[src/rtl/fifo_push_arbiter_pkg.sv]
// Shared types and default sizes for the FIFO push-port arbiter.
// Latency: n/a (declarations only).
// Backpressure: n/a.
// Contents: arb_state_e (IDLE/PUSH/HOLD), default requester count,
// element width and statistics counter width.
package fifo_arb_pkg;

  localparam int FIFO_ARB_NUM_REQ   = 4;
  localparam int FIFO_ARB_ELEM_BITS = 96;
  localparam int FIFO_ARB_CNT_BITS  = 32;

  // IDLE: nothing on the FIFO push port.
  // PUSH: freshly granted element presented for the first time.
  // HOLD: element refused last cycle, presented again unchanged.
  typedef enum logic [1:0] {
    ST_IDLE = 2'd0,
    ST_PUSH = 2'd1,
    ST_HOLD = 2'd2
  } arb_state_e;

endpackage : fifo_arb_pkg

[src/rtl/fifo_push_arbiter_if.sv]
// Bundle of requester, FIFO push-port and statistics signals for the arbiter.
// Latency: n/a (wires only).
// Backpressure: fifo_push_must_wait from the FIFO, req_ready back to requesters.
// Ports:
//   master (arbiter side): drives req_ready, fifo_pushing, fifo_in_data,
//     grant_id, stall_cycles, grant_count; samples req_valid, req_data,
//     flush, fifo_push_must_wait.
//   slave (environment side): the mirror image.
interface fifo_push_arbiter_if
  import fifo_arb_pkg::*;
#(
  parameter int NUM_REQ        = FIFO_ARB_NUM_REQ,
  parameter int ELEM_SIZE_BITS = FIFO_ARB_ELEM_BITS
) ();

  localparam int IDW = $clog2(NUM_REQ);

  logic [NUM_REQ-1:0]                   req_valid;
  logic [NUM_REQ*ELEM_SIZE_BITS-1:0]    req_data;
  logic [NUM_REQ-1:0]                   req_ready;
  logic                                 flush;
  logic                                 fifo_pushing;
  logic [ELEM_SIZE_BITS-1:0]            fifo_in_data;
  logic                                 fifo_push_must_wait;
  logic [IDW-1:0]                       grant_id;
  logic [FIFO_ARB_CNT_BITS-1:0]         stall_cycles;
  logic [NUM_REQ*FIFO_ARB_CNT_BITS-1:0] grant_count;

  modport master (
    input  req_valid,
    input  req_data,
    output req_ready,
    input  flush,
    output fifo_pushing,
    output fifo_in_data,
    input  fifo_push_must_wait,
    output grant_id,
    output stall_cycles,
    output grant_count
  );

  modport slave (
    output req_valid,
    output req_data,
    input  req_ready,
    output flush,
    input  fifo_pushing,
    input  fifo_in_data,
    output fifo_push_must_wait,
    input  grant_id,
    input  stall_cycles,
    input  grant_count
  );

endinterface : fifo_push_arbiter_if

[src/rtl/fifo_push_arbiter_rr_pick.sv]
// Round-robin picker: first set bit of req at or after ptr, modulo N.
// Latency: purely combinational.
// Backpressure: none; the caller decides whether the pick is used.
// Ports: req (request vector), ptr (search start), gnt (one-hot pick),
//   gnt_idx (index of pick), any (at least one request present).
module rr_pick
  import fifo_arb_pkg::*;
#(
  parameter int N = FIFO_ARB_NUM_REQ
) (
  input  logic [N-1:0]         req,
  input  logic [$clog2(N)-1:0] ptr,
  output logic [N-1:0]         gnt,
  output logic [$clog2(N)-1:0] gnt_idx,
  output logic                 any
);

  localparam int IW = $clog2(N);

  // One extra bit so ptr + offset never overflows before the modulo fold;
  // ptr + offset <= 2N-2 < 2^(IW+1).
  logic [IW:0] cand;

  // Walk offsets from farthest to nearest so the nearest valid requester
  // (smallest offset from ptr) is the last, and therefore winning, assignment.
  always_comb begin
    gnt_idx = '0;
    any     = 1'b0;
    cand    = '0;
    for (int k = N - 1; k >= 0; k--) begin
      cand = {1'b0, ptr} + (IW+1)'(k);
      if (cand >= (IW+1)'(N)) begin
        cand = cand - (IW+1)'(N);
      end
      if (req[cand[IW-1:0]]) begin
        gnt_idx = cand[IW-1:0];
        any     = 1'b1;
      end
    end
  end

  always_comb begin
    gnt = '0;
    if (any) begin
      gnt[gnt_idx] = 1'b1;
    end
  end

endmodule : rr_pick

[src/rtl/fifo_push_arbiter.sv]
// Round-robin arbiter sharing one FIFO push port among NUM_REQ producers.
// Latency: element granted in cycle N is on fifo_in_data/fifo_pushing in N+1.
// Backpressure: fifo_push_must_wait holds the element stable (HOLD); no grants until accepted.
// Ports: CLK, RESET (synchronous, active-low), bus (fifo_push_arbiter_if.master).
// Optional: define FIFO_ARB_STATS_EN to build the stall_cycles / grant_count
//   saturating counters; otherwise those outputs are tied to zero.
module fifo_push_arbiter
  import fifo_arb_pkg::*;
#(
  parameter int NUM_REQ        = FIFO_ARB_NUM_REQ,
  parameter int ELEM_SIZE_BITS = FIFO_ARB_ELEM_BITS
) (
  input logic                 CLK,
  input logic                 RESET,
  fifo_push_arbiter_if.master bus
);

  localparam int IDW = $clog2(NUM_REQ);

  arb_state_e                state_q,  state_d;
  logic [IDW-1:0]            rr_ptr_q, rr_ptr_d;
  logic [IDW-1:0]            gid_q,    gid_d;
  logic [ELEM_SIZE_BITS-1:0] data_q,   data_d;

  logic [NUM_REQ-1:0] pick_gnt;
  logic [IDW-1:0]     pick_idx;
  logic               pick_any;
  logic               slot_free;
  logic               grant;

  rr_pick #(.N(NUM_REQ)) u_pick (
    .req     (bus.req_valid),
    .ptr     (rr_ptr_q),
    .gnt     (pick_gnt),
    .gnt_idx (pick_idx),
    .any     (pick_any)
  );

  // The output register can take a new element when it is empty or when the
  // FIFO is consuming the current one this very cycle (back-to-back pushes).
  assign slot_free = (state_q == ST_IDLE) || !bus.fifo_push_must_wait;
  assign grant     = slot_free && !bus.flush && RESET && pick_any;

  always_comb begin
    state_d       = state_q;
    rr_ptr_d      = rr_ptr_q;
    gid_d         = gid_q;
    data_d        = data_q;
    bus.req_ready = '0;
    if (bus.flush) begin
      // Drop whatever is held; pointer kept so fairness survives the flush.
      state_d = ST_IDLE;
    end else if (grant) begin
      bus.req_ready = pick_gnt;
      data_d        = bus.req_data[int'(pick_idx)*ELEM_SIZE_BITS +: ELEM_SIZE_BITS];
      gid_d         = pick_idx;
      rr_ptr_d      = (int'(pick_idx) == NUM_REQ - 1) ? '0 : pick_idx + IDW'(1);
      state_d       = ST_PUSH;
    end else if (slot_free) begin
      state_d = ST_IDLE;
    end else begin
      state_d = ST_HOLD;
    end
  end

  always_ff @(posedge CLK) begin
    if (!RESET) begin
      state_q  <= ST_IDLE;
      rr_ptr_q <= '0;
      gid_q    <= '0;
      data_q   <= '0;
    end else begin
      state_q  <= state_d;
      rr_ptr_q <= rr_ptr_d;
      gid_q    <= gid_d;
      data_q   <= data_d;
    end
  end

  assign bus.fifo_pushing = (state_q != ST_IDLE);
  assign bus.fifo_in_data = data_q;
  assign bus.grant_id     = gid_q;

`ifdef FIFO_ARB_STATS_EN
  logic                         accepted;
  logic [FIFO_ARB_CNT_BITS-1:0] stall_q, stall_d;
  logic [FIFO_ARB_CNT_BITS-1:0] gcnt_q [NUM_REQ];
  logic [FIFO_ARB_CNT_BITS-1:0] gcnt_d [NUM_REQ];

  // Acceptance is independent of flush: a same-cycle flush cannot un-push
  // an element the FIFO has already taken.
  assign accepted = (state_q != ST_IDLE) && !bus.fifo_push_must_wait;

  always_comb begin
    stall_d = stall_q;
    gcnt_d  = gcnt_q;
    if ((state_q == ST_HOLD) && (stall_q != '1)) begin
      stall_d = stall_q + FIFO_ARB_CNT_BITS'(1);
    end
    if (accepted && (gcnt_q[gid_q] != '1)) begin
      gcnt_d[gid_q] = gcnt_q[gid_q] + FIFO_ARB_CNT_BITS'(1);
    end
  end

  always_ff @(posedge CLK) begin
    if (!RESET) begin
      stall_q <= '0;
      for (int i = 0; i < NUM_REQ; i++) begin
        gcnt_q[i] <= '0;
      end
    end else begin
      stall_q <= stall_d;
      gcnt_q  <= gcnt_d;
    end
  end

  assign bus.stall_cycles = stall_q;
  for (genvar g = 0; g < NUM_REQ; g++) begin : g_cnt_pack
    assign bus.grant_count[g*FIFO_ARB_CNT_BITS +: FIFO_ARB_CNT_BITS] = gcnt_q[g];
  end
`else
  assign bus.stall_cycles = '0;
  assign bus.grant_count  = '0;
`endif

endmodule : fifo_push_arbiter
[src/flat_wrapper.sv]
// flat-port wrapper written by rule: the top's interface ports become plain ports
module fifo_push_arbiter_flat import fifo_arb_pkg::*;
#(
  parameter int NUM_REQ        = FIFO_ARB_NUM_REQ,
  parameter int ELEM_SIZE_BITS = FIFO_ARB_ELEM_BITS
)
  (CLK, RESET, bus_req_valid, bus_req_data, bus_req_ready, bus_flush, bus_fifo_pushing, bus_fifo_in_data, bus_fifo_push_must_wait, bus_grant_id, bus_stall_cycles, bus_grant_count);
  fifo_push_arbiter_if #(.NUM_REQ(NUM_REQ), .ELEM_SIZE_BITS(ELEM_SIZE_BITS)) bus_i ();
  input logic CLK;
  input logic RESET;
  input wire logic [$bits(bus_i.req_valid)-1:0] bus_req_valid;
  input wire logic [$bits(bus_i.req_data)-1:0] bus_req_data;
  output wire logic [$bits(bus_i.req_ready)-1:0] bus_req_ready;
  input wire logic [$bits(bus_i.flush)-1:0] bus_flush;
  output wire logic [$bits(bus_i.fifo_pushing)-1:0] bus_fifo_pushing;
  output wire logic [$bits(bus_i.fifo_in_data)-1:0] bus_fifo_in_data;
  input wire logic [$bits(bus_i.fifo_push_must_wait)-1:0] bus_fifo_push_must_wait;
  output wire logic [$bits(bus_i.grant_id)-1:0] bus_grant_id;
  output wire logic [$bits(bus_i.stall_cycles)-1:0] bus_stall_cycles;
  output wire logic [$bits(bus_i.grant_count)-1:0] bus_grant_count;
  assign bus_i.req_valid = bus_req_valid;
  assign bus_i.req_data = bus_req_data;
  assign bus_req_ready = bus_i.req_ready;
  assign bus_i.flush = bus_flush;
  assign bus_fifo_pushing = bus_i.fifo_pushing;
  assign bus_fifo_in_data = bus_i.fifo_in_data;
  assign bus_i.fifo_push_must_wait = bus_fifo_push_must_wait;
  assign bus_grant_id = bus_i.grant_id;
  assign bus_stall_cycles = bus_i.stall_cycles;
  assign bus_grant_count = bus_i.grant_count;
  fifo_push_arbiter #(.NUM_REQ(NUM_REQ), .ELEM_SIZE_BITS(ELEM_SIZE_BITS)) u_core (.CLK(CLK), .RESET(RESET), .bus(bus_i));
endmodule
[config.mk]
export PLATFORM = sky130hd
export DESIGN_NAME = fifo_push_arbiter_flat
export DESIGN_NICKNAME = d
export VERILOG_FILES = /design/src/rtl/fifo_push_arbiter_pkg.sv /design/src/rtl/fifo_push_arbiter_if.sv /design/src/rtl/fifo_push_arbiter_rr_pick.sv /design/src/rtl/fifo_push_arbiter.sv /design/src/flat_wrapper.sv
export SDC_FILE = /design/constraint.sdc
export NUM_CORES = 1
export LEC_CHECK = 0
export BUFFER_PORTS_ARGS = -buffer_cell sky130_fd_sc_hd__buf_2
export CAP_MARGIN = 20
export CORE_AREA = 8 8 248 250
export DETAILED_ROUTE_END_ITERATION = 10
export DIE_AREA = 0 0 256 258
export PLACE_DENSITY_LB_ADDON = 0.05
export REMOVE_ABC_BUFFERS = 1
export SETUP_SLACK_MARGIN = 0.5
export SLEW_MARGIN = 40
export SYNTH_ARGS = -nofsm -noshare
export SYNTH_HDL_FRONTEND = slang
export SYNTH_SLANG_ARGS = --single-unit
[constraint.sdc]
create_clock -name CLK -period 2.5 [get_ports CLK]
set_clock_uncertainty 0.05 [all_clocks]
set_input_delay 0.5 -clock CLK [delete_from_list [all_inputs] [get_ports CLK]]
set_output_delay 0.5 -clock CLK [all_outputs]
set_load 0.01 [all_outputs]
# Word level (Yosys, flattened, before mapping)
# Cells that the tools add are included.
totals:
  register_bits: 102
  output_inout_bits: 263
  elab_cells: 68
classes:
  add_sub_neg: 8
  n_mul: 1
  order_cmp: 10
  eq_ne: 1
  shift: 1
  mux: 28
  bitwise_logic: 2
  reduce_logical: 12
op_table:
  columns: ["operator", "count"]
  rows:
  - ["$shiftx A384 B32 Y96", 1]
  - ["$mux W2", 10]
  - ["$lt A2 B3 Y1 const B", 5]
  - ["$mux W4", 3]
  - ["$mux W1", 10]
  - ["$ge A3 B3 Y1 const B", 3]
  - ["$bmux W1 S2", 4]
  - ["$sub A2 B1 Y2 const B", 4]
  - ["$add A2 B2 Y3 const B", 2]
  - ["$logic_and A1 B1 Y1", 4]
  - ["$mul A2 B2 Y4 const B", 1]
  - ["$add A2 B1 Y3 const B", 1]
  - ["$ge A2 B3 Y1 const B", 1]
  - ["$reduce_or A3 Y1", 1]
  - ["$add A2 B1 Y2 const B", 1]
  - ["$demux W1 S2", 1]
  - ["$eq A2 B1 Y1 const B", 1]
  - ["$ge A2 B1 Y1 const B", 1]
  - ["$logic_not A1 Y1", 2]
  - ["$logic_not A2 Y1", 1]
  - ["$not A1 Y1", 2]
  - ["$reduce_and A2 Y1", 1]
  - ["$reduce_bool A2 Y1", 1]
  - ["$reduce_or A2 Y1", 1]
  - ["$logic_or A1 B1 Y1", 1]

# Longest topological paths before layout
# Gate-level depths: netlist of run 1.
depth:
  word_depth: 16
  ltp_mapped: 10
  mapped_depth_nobuf: 7

# Cells and area by module
# Synthesis of run 1 repeated with hierarchy kept, for this count alone.
unflattened:
  hier_cells: 558
  hier_area_um2: 6849.1
modules_own_cells:
  columns: ["mod", "instances", "cells_per_inst", "area_each_um2"]
  rows:
  - ["fifo_push_arbiter", 1, 525, 6637.6]
  - ["rr_pick", 1, 33, 211.5]

# Least setup slack after synthesis of run 1
# Ideal clock, no wire load.
synth_timing:
  path_type: "input port to output port"
  startpoint: "input bus_req_valid[0]"
  endpoint: "output bus_req_ready[3]"
  arrival_ns: 1.865
  t_required_ns: 1.950
  slack_ns: 0.085
  stages: 9
  path_cell_list: "nor2b_4 nor4_4 buf_4 nor2_8 buf_6 buf_6 inv_2 ha_1 and2_1"
synth_between:
  elab_chain_len: 13
  elab_cells_between_ends: 25
synth_lines:
  columns: ["element", "line_no", "text"]
  rows:
  - ["start: declaration", "flat_wrapper.sv:11", "input wire logic [$bits(bus_i.req_valid)-1:0] bus_req_valid;"]
  - ["$bmux W1 S2", "fifo_push_arbiter_rr_pick.sv:35", "if (req[cand[IW-1:0]]) begin"]
  - ["$mux W1 (not written as such)", "fifo_push_arbiter_rr_pick.sv:35", null]
  - ["$mux W2 (4 in a row)", "fifo_push_arbiter_rr_pick.sv:35", null]
  - ["$lt A2 B3 Y1 (not written as such) / $ge A2 B1 Y1 (equally long branches)", "fifo_push_arbiter_rr_pick.sv:45", "gnt[gnt_idx] = 1'b1;"]
  - ["$logic_and A1 B1 Y1 (not written as such)", "fifo_push_arbiter_rr_pick.sv:45", null]
  - ["$mux W1 (not written as such)", "fifo_push_arbiter_rr_pick.sv:45", null]
  - ["$demux W1 S2", "fifo_push_arbiter_rr_pick.sv:45", null]
  - ["$mux W4", "fifo_push_arbiter_rr_pick.sv:44", "if (any) begin"]
  - ["$mux W4 *", "fifo_push_arbiter.sv:53", "end else if (grant) begin"]
  - ["$mux W4 *", "fifo_push_arbiter.sv:50", "if (bus.flush) begin"]
  - ["end: declaration", "flat_wrapper.sv:13", "output wire logic [$bits(bus_i.req_ready)-1:0] bus_req_ready;"]
# Mark *: on every way between the ends. The rest lies on a longest branch, timed or not. The select of a mux whose other input is x is not followed.

# Worst setup path after layout of run 1
layout_timing:
  startpoint: "input bus_req_valid[3]"
  endpoint: "output bus_req_ready[3]"
# The elaborated chain is that of the path after synthesis.

==> results of run 1 <==
## area by class of cell
cell class	instances	area [sq um]	share of cell area
Inverter	2	12.5	0.00100
Clock buffer	10	239	0.0191
Timing Repair Buffer	576	3760	0.301
Antenna cell	15	37.5	0.00301
Clock inverter	4	72.6	0.00581
Multi-Input combinational cell	774	5360	0.429
Sequential cell	102	2050	0.164
Tap cell	765	957	0.0766
## repair_timing
| item | CTS | global route |
|---|---|---|
| gates resized for setup | 30 | 118 |
| pin swaps | 6 | 5 |
| gates cloned | 3 | 8 |
| endpoints found under the setup margin | 38 | 84 |
| buffers inserted | 7 | 12 |
| hold buffers | 0 | 0 |
## cell usage in the layout (no fill, tap or decap), drive strengths merged, types with 2 or more instances in the layout
cell type / n
nor2b: 3
a21boi: 2
or4: 2
a21oi: 3
bufinv: 2
nor2: 4
buf: 569
dfxtp: 102
o211ai: 96
nand2: 100
nand3: 96
diode: 15
mux2i: 96
a21o: 96
and2: 2
nor3: 3
nand2b: 2
nor3b: 2
conb: 160
inv: 2
clkbuf: 16
o21ai: 98
nand4b: 2
## sequential cells by signal, indices dropped and copies added, names as in the netlist
name	cells
u_core.bus.fifo_in_data	96
u_core.bus.grant_id	2
u_core.rr_ptr_q	2
u_core.state_q	2
## worst paths after layout
path / slack (ps) / from / endpoint
worst max-delay path: 230 / bus_req_valid[3] / bus_req_ready[3]
worst min-delay path: 220 / bus_flush / u_core.state_q[1]$_SDFF_PP0_
worst max register to register: 390 / u_core.rr_ptr_q[0]$_SDFFE_PN0P_ / u_core.bus.fifo_in_data[72]$_SDFFE_PN0P_
worst min register to register: 420 / u_core.bus.grant_id[1]$_SDFFE_PN0P_ / u_core.bus.grant_id[1]$_SDFFE_PN0P_
## per-stage QoR
step / hold WS (ps) / total power (W) / cells
floorplan: 429 / 0.00292 / 878
global placement: 394 / 0.00398 / 2189
detailed placement: 404 / 0.00397 / 2189
CTS: 186 / 0.00584 / 2213
global route: 197 / 0.00645 / 2243
finish: 223 / 0.00606 / 2248
## synthesized netlist by cell type, drive strengths merged
library cell and n:
nand3 96, and2 2, clkbuf 39, a21oi 3, or4 2, inv 2
a21boi 2, nand2b 2, nor3b 2, buf 204, o21ai 98, and3 1
o31ai 1, a21o 96, or2 1, nor2 4, and4b 1, ha 1
nor3 3, nor4 1, nand2 100, mux2i 96, nand4b 2, o211ai 96
nor2b 3, o21ba 1, conb 1, dfxtp 102
## kinds of logic (layout without fill, tap and decap cells)
kind of cell	Yosys count	count (layout)	share of synthesized area
other cells	1	175	0.000477
buf+inv	245	592	0.211
mux	96	96	0.122
fa+ha+maj	1	1	0.00159
simple gates	220	220	0.139
compound gates	297	297	0.266
flops	102	102	0.260
## per-layer routing
metal  global-route usage  wire length [um]  up-vias  share of wire
met4               0.0431               789        8          0.016
met3               0.0561              3980       36          0.079
met2                0.253             27000      351           0.53
li1                     -                 -     4155              -
met1                0.139             18700     4046           0.37
met5                    0                55        -         0.0011
## power by group through the flow
stage          registers [W]  logic (W)  clock network, W
4_1_cts              0.00192    0.00214           0.00179
5_1_grt              0.00194    0.00269           0.00182
3_3_place_gp         0.00195    0.00202                 0
2_1_floorplan        0.00204   0.000879                 0
6_report             0.00192    0.00249           0.00166
3_5_place_dp         0.00196    0.00202                 0
==> impl_results.md, run 1 <==
- Crit. path cell count: 8
- Syn-to-layout area delta: 58.9%
- H-tree Lvls: 3
- IO buf count: between 400 and 500
- Fin nets: between 1500 and 2000
- Cell Rows: about 90
- GP Congestion: between 0.6 and 0.7
- CP endpoint kind: primary output
- CP max stage delay: approximately 260 ps
- Clk pin slew, worst setup/hold paths: approximately 90 ps
- Setup ws final: around 230 ps
- Syn Area/Cell: between 8 and 9 sq um
- Worst EP arrival: roughly 1700 ps
- First-pass GRT wire length: 66900 um
- Seq/Total Area, Yosys: 0.260
- CTS tree: built
- Setup_tns: 0 ps
- Startpoint types: input pin
- First-pass detailed-route iteration total: 4
- Worst-path cell chain: buf_2 -> nor2_2 -> and4b_4 -> nor2_8 -> inv_4 -> ha_4 -> and2_4 -> buf_6
- Total track usage: 0.137
- Routed vias: about 8600
- Yosys warns: 0
- Max-cap violation count: 0
- PD cells: around 490 mW/mm^2
- Critical path class: input pin to primary output
- Combinational power share: 0.410
- Clock power share: 0.273
- Place WS: -126 ps
- Fin area: 0.0125 sq mm
- Die Area: 0.0660 sq mm
- Final ANT Viol Nets: 0
- R2R depth: 11
- Slowest CP cell: and4b_4
- Fill cells: approximately 6400
- Total gr overflow: 0
- Area post-placement: 0.0109 sq mm
- Post-Syn Instances: roughly 960
- Die Height: about 260 um
- Final WL: between 50000 and 60000 um
- Switching part of the total power: 0.360
- DP Wirelength: 36700 um
- Share of layout cells above drive strength 1: 0.472
- Tmin final: between 2000 and 2500 ps
- Boundary Pins: 655
- Top delay family on crit path: simple AND/OR/NAND/NOR gates
- Internal power: between 0.003 and 0.004 W
- RSZ-0062 raised after global routing: true
- Iteration-0 DRC Markers: 319
- CTS root buf: clkbuf_16
- CTS Buffer Depth: 2
- Initial antenna violation count: 20
- Worst vdd ir: ~330 uV
- Clock sink total: roughly 100
- Register bit total from synthesis: 102
- Worst EP required: just under 2000 ps
- Post-synth cell types: 41
- Vias per cell: around 3.8
- Flop pwr share: 0.316
- Largest net degree at the start of global routing: 57
- Critical path buffers and inverters: 3
- CTS buffer count: 9
- Switching power: 0.00218 W
- Worst min path class: input pin to register
- Synth area leaders: dfxtp_1 (26%), buf_4 (16%), mux2i_1 (12%)
- Final Cycle Share: 0.907
- Status: complete, no violations
- Post-layout util: 0.218
- Synth area leader: dfxtp_1
- Top cell type's share of synthesized area: 0.260
- Vias in the first global route: 9252
- Starting density of the core: 0.137
- Remaining DRCs: 0
- Fmax: between 400 and 500 MHz
- Setup Viol. Count Final: 0
- Clock Latency Late Sink: 390 ps
- Cells on Worst Hold Path: 2
- Core region area: between 0.05 and 0.06 sq mm
- Final Hold Violating Endpoints: 0
- Post-DR wirelength/cell: ~22 um
- Slew Viols, Final: 0
- Die Width: around 260 um
- Lkg Pwr: just under 6 nW
- Peak fanout along the critical path: 5
- Mapped Area: around 0.0079 sq mm
(Power assumes the default switching activity.)
==> run 2: changes to the inputs <==
--- a/config.mk
+++ b/config.mk
@@ -8,11 +8,13 @@
 export BUFFER_PORTS_ARGS = -buffer_cell sky130_fd_sc_hd__buf_2
 export CAP_MARGIN = 20
 export CORE_AREA = 8 8 248 250
+export CTS_BUF_LIST = sky130_fd_sc_hd__clkbuf_8
 export DETAILED_ROUTE_END_ITERATION = 10
 export DIE_AREA = 0 0 256 258
 export PLACE_DENSITY_LB_ADDON = 0.05
 export REMOVE_ABC_BUFFERS = 1
 export SETUP_SLACK_MARGIN = 0.5
+export SKIP_LAST_GASP = 1
 export SLEW_MARGIN = 40
 export SYNTH_ARGS = -nofsm -noshare
 export SYNTH_HDL_FRONTEND = slang
==> run 2 against run 1 <==
Compared with the run above: global-route usage about the same; total power down 13%; critical path depth unchanged; largest power group unchanged; register-to-register slack worse by 20 ps; cell count down 0.85%; fmax down 1.3%; non-clock buffer count down 19; utilization down 1.7 points; cell area down 7.9%; critical path type is now register to primary output; first-iteration DRC count down 14%.
==> impl_results.md, run 2 (synthesis gave the netlist of run 1 again) <==
- Fin area: 0.0115 sq mm (-7.9%)
- Starting density of the core: 0.137 (unchanged)
- Critical path class: register to primary output
- Total track usage: 0.137 (-0.000195)
- CP endpoint kind: primary output
- RSZ-0062 raised after global routing: true
- CTS tree: built
- Die Area: 0.0660 sq mm (unchanged)
- IO buf count: 494 (unchanged)
- Max-cap violation count: 0 (unchanged)
- Vias in the first global route: 9221 (-0.34%)
- Most common cell after layout, fill and taps aside: buf_2
- Die Height: 258 um (unchanged)
- Worst min path class: input pin to register
- Worst EP required: 1950 ps (about the same)
- Syn-to-layout area delta: 46.3%
- Routed vias: 8434 (-1.9%)
- GP Congestion: 0.690 (unchanged)
- Clock sink total: 102 (unchanged)
- Clk pin slew, worst setup/hold paths: 120 ps (+30 ps)
- First-pass GRT wire length: 66800 um (-0.11%)
- Boundary Pins: 655 (unchanged)
- Startpoint types: register
- Total gr overflow: 0 (unchanged)
- Final Cycle Share: 0.918 (+0.0118)
- Vias per cell: 3.78 (-1.0%)
- First-pass detailed-route iteration total: 5 (+1)
- CTS Buffer Depth: 2 (unchanged)
- CTS buffer count: 9 (unchanged)
- Die Width: 256 um (unchanged)
- Peak fanout along the critical path: 4 (-1)
- Lkg Pwr: 5.72 nW (-3.0%)
- CTS root buf: clkbuf_8
- Status: complete, no violations
- Final Hold Violating Endpoints: 0 (unchanged)
- Worst EP arrival: 1750 ps (+30 ps)
- Fin nets: 1839 (-1.0%)
- PD cells: 460 mW/mm^2 (-5.1%)
- Setup_tns: 0 ps (unchanged)
- DP Wirelength: 36700 um (unchanged)
- Largest register FFs: 96 (unchanged)
- Slowest CP cell: dfxtp_4
- Fmax: 436 MHz (-1.3%)
- Clock Latency Late Sink: 440 ps (+50 ps)
- Initial antenna violation count: 20 (unchanged)
- Post-DR wirelength/cell: 21.5 um (-4.3%)
- Worst vdd ir: 234 uV (-30%)
- Iteration-0 DRC Markers: 275 (-14%)
- Share of layout cells above drive strength 1: 0.438 (-0.0338)
- Setup Viol. Count Final: 0 (unchanged)
- H-tree Lvls: 3 (unchanged)
- Final ANT Viol Nets: 0 (unchanged)
- Remaining DRCs: 0 (unchanged)
- Tmin final: 2300 ps (+29.5 ps)
- Min Hold Slack: 168 ps (-55.3 ps)
- Most frequent cells in the layout: buf_2 (493), conb_1 (160), dfxtp_1 (100)
- Worst-path cell chain: nor2b_4 -> nor4_4 -> buf_4 -> nor2_8 -> inv_4 -> ha_4 -> and2_4 -> buf_6
- Area post-placement: 0.0109 sq mm (unchanged)
- Largest net degree at the start of global routing: 57 (unchanged)
- Cts hold-fix bufs: 0 (unchanged)
- Tot Pwr: 0.00529 W (-13%)
- Final WL: 48000 um (-5.2%)
- Cell Rows: 88 (unchanged)
- CP max stage delay: 390 ps (+130 ps)
- Core region area: 0.0574 sq mm (unchanged)
- Slew Viols, Final: 0 (unchanged)
-- run 2: what timing repair did --
action | in CTS | in global routing
endpoints found under the setup margin | 44 | 97
cloned | 3 | 1
buffers inserted | 6 | 1
resized for setup | 29 | 12
pin swaps | 6 | 0
-- run 2: layer usage --
layer | track usage | vias up | wire length, um
met5 | 0 | - | 55
met4 | 0.0381 | 8 | 624
met1 | 0.139 | 3973 | 17700
met2 | 0.255 | 320 | 25800
li1 | - | 4101 | -
met3 | 0.0560 | 32 | 3800
-- run 2: worst paths after layout --
check	from	end	depth (start not counted)	slack (ps)
hold reg to reg	u_core.bus.grant_id[1]$_SDFFE_PN0P_	u_core.bus.grant_id[1]$_SDFFE_PN0P_	2	420
hold / removal	bus_flush	u_core.state_q[1]$_SDFF_PP0_	2	170
setup reg to reg	u_core.rr_ptr_q[0]$_SDFFE_PN0P_	u_core.bus.fifo_in_data[36]$_SDFFE_PN0P_	9	370
setup / recovery	u_core.rr_ptr_q[0]$_SDFFE_PN0P_	bus_req_ready[3]	8	200
-- run 2: final cells by class --
type                       instances  area [sq um]
clock inverter                     4          72.6
clock buffer                      10           138
tap                              765           957
antenna                           15          37.5
multi-input combinational        774          4890
fill                            6535         45900
sequential                       102          2050
inverter                           2          12.5
timing repair buffer             557          3340
-- run 2: through the flow --
step           std cells  worst slack, ps   util
2_1_floorplan        878            -1980      -
3_3_place_gp        2189             -111  0.190
3_5_place_dp        2189             -126  0.190
4_1_cts             2212              119  0.199
5_1_grt             2224             71.3  0.200
6_report            2229              204  0.200
-- run 2: critical path, delay by kind of cell (launching register included) --
family                   cells  cell delay [ps]
buffers and inverters        3              330
AND/OR/NAND/NOR              4              470
flip-flops                   1              390
adder cells (fa/ha/maj)      1              110
-- run 2: power breakdown --
| group | leakage, nW | total [W] | internal, W | switching, W |
|---|---|---|---|---|
| Sequential | 0.841 | 0.00192 | 0.00182 | 0.0000988 |
| Combinational | 4.78 | 0.00208 | 0.000916 | 0.00117 |
| Clock | 0.104 | 0.00129 | 0.000580 | 0.000710 |
| Total | 5.72 | 0.00529 | 0.00331 | 0.00198 |
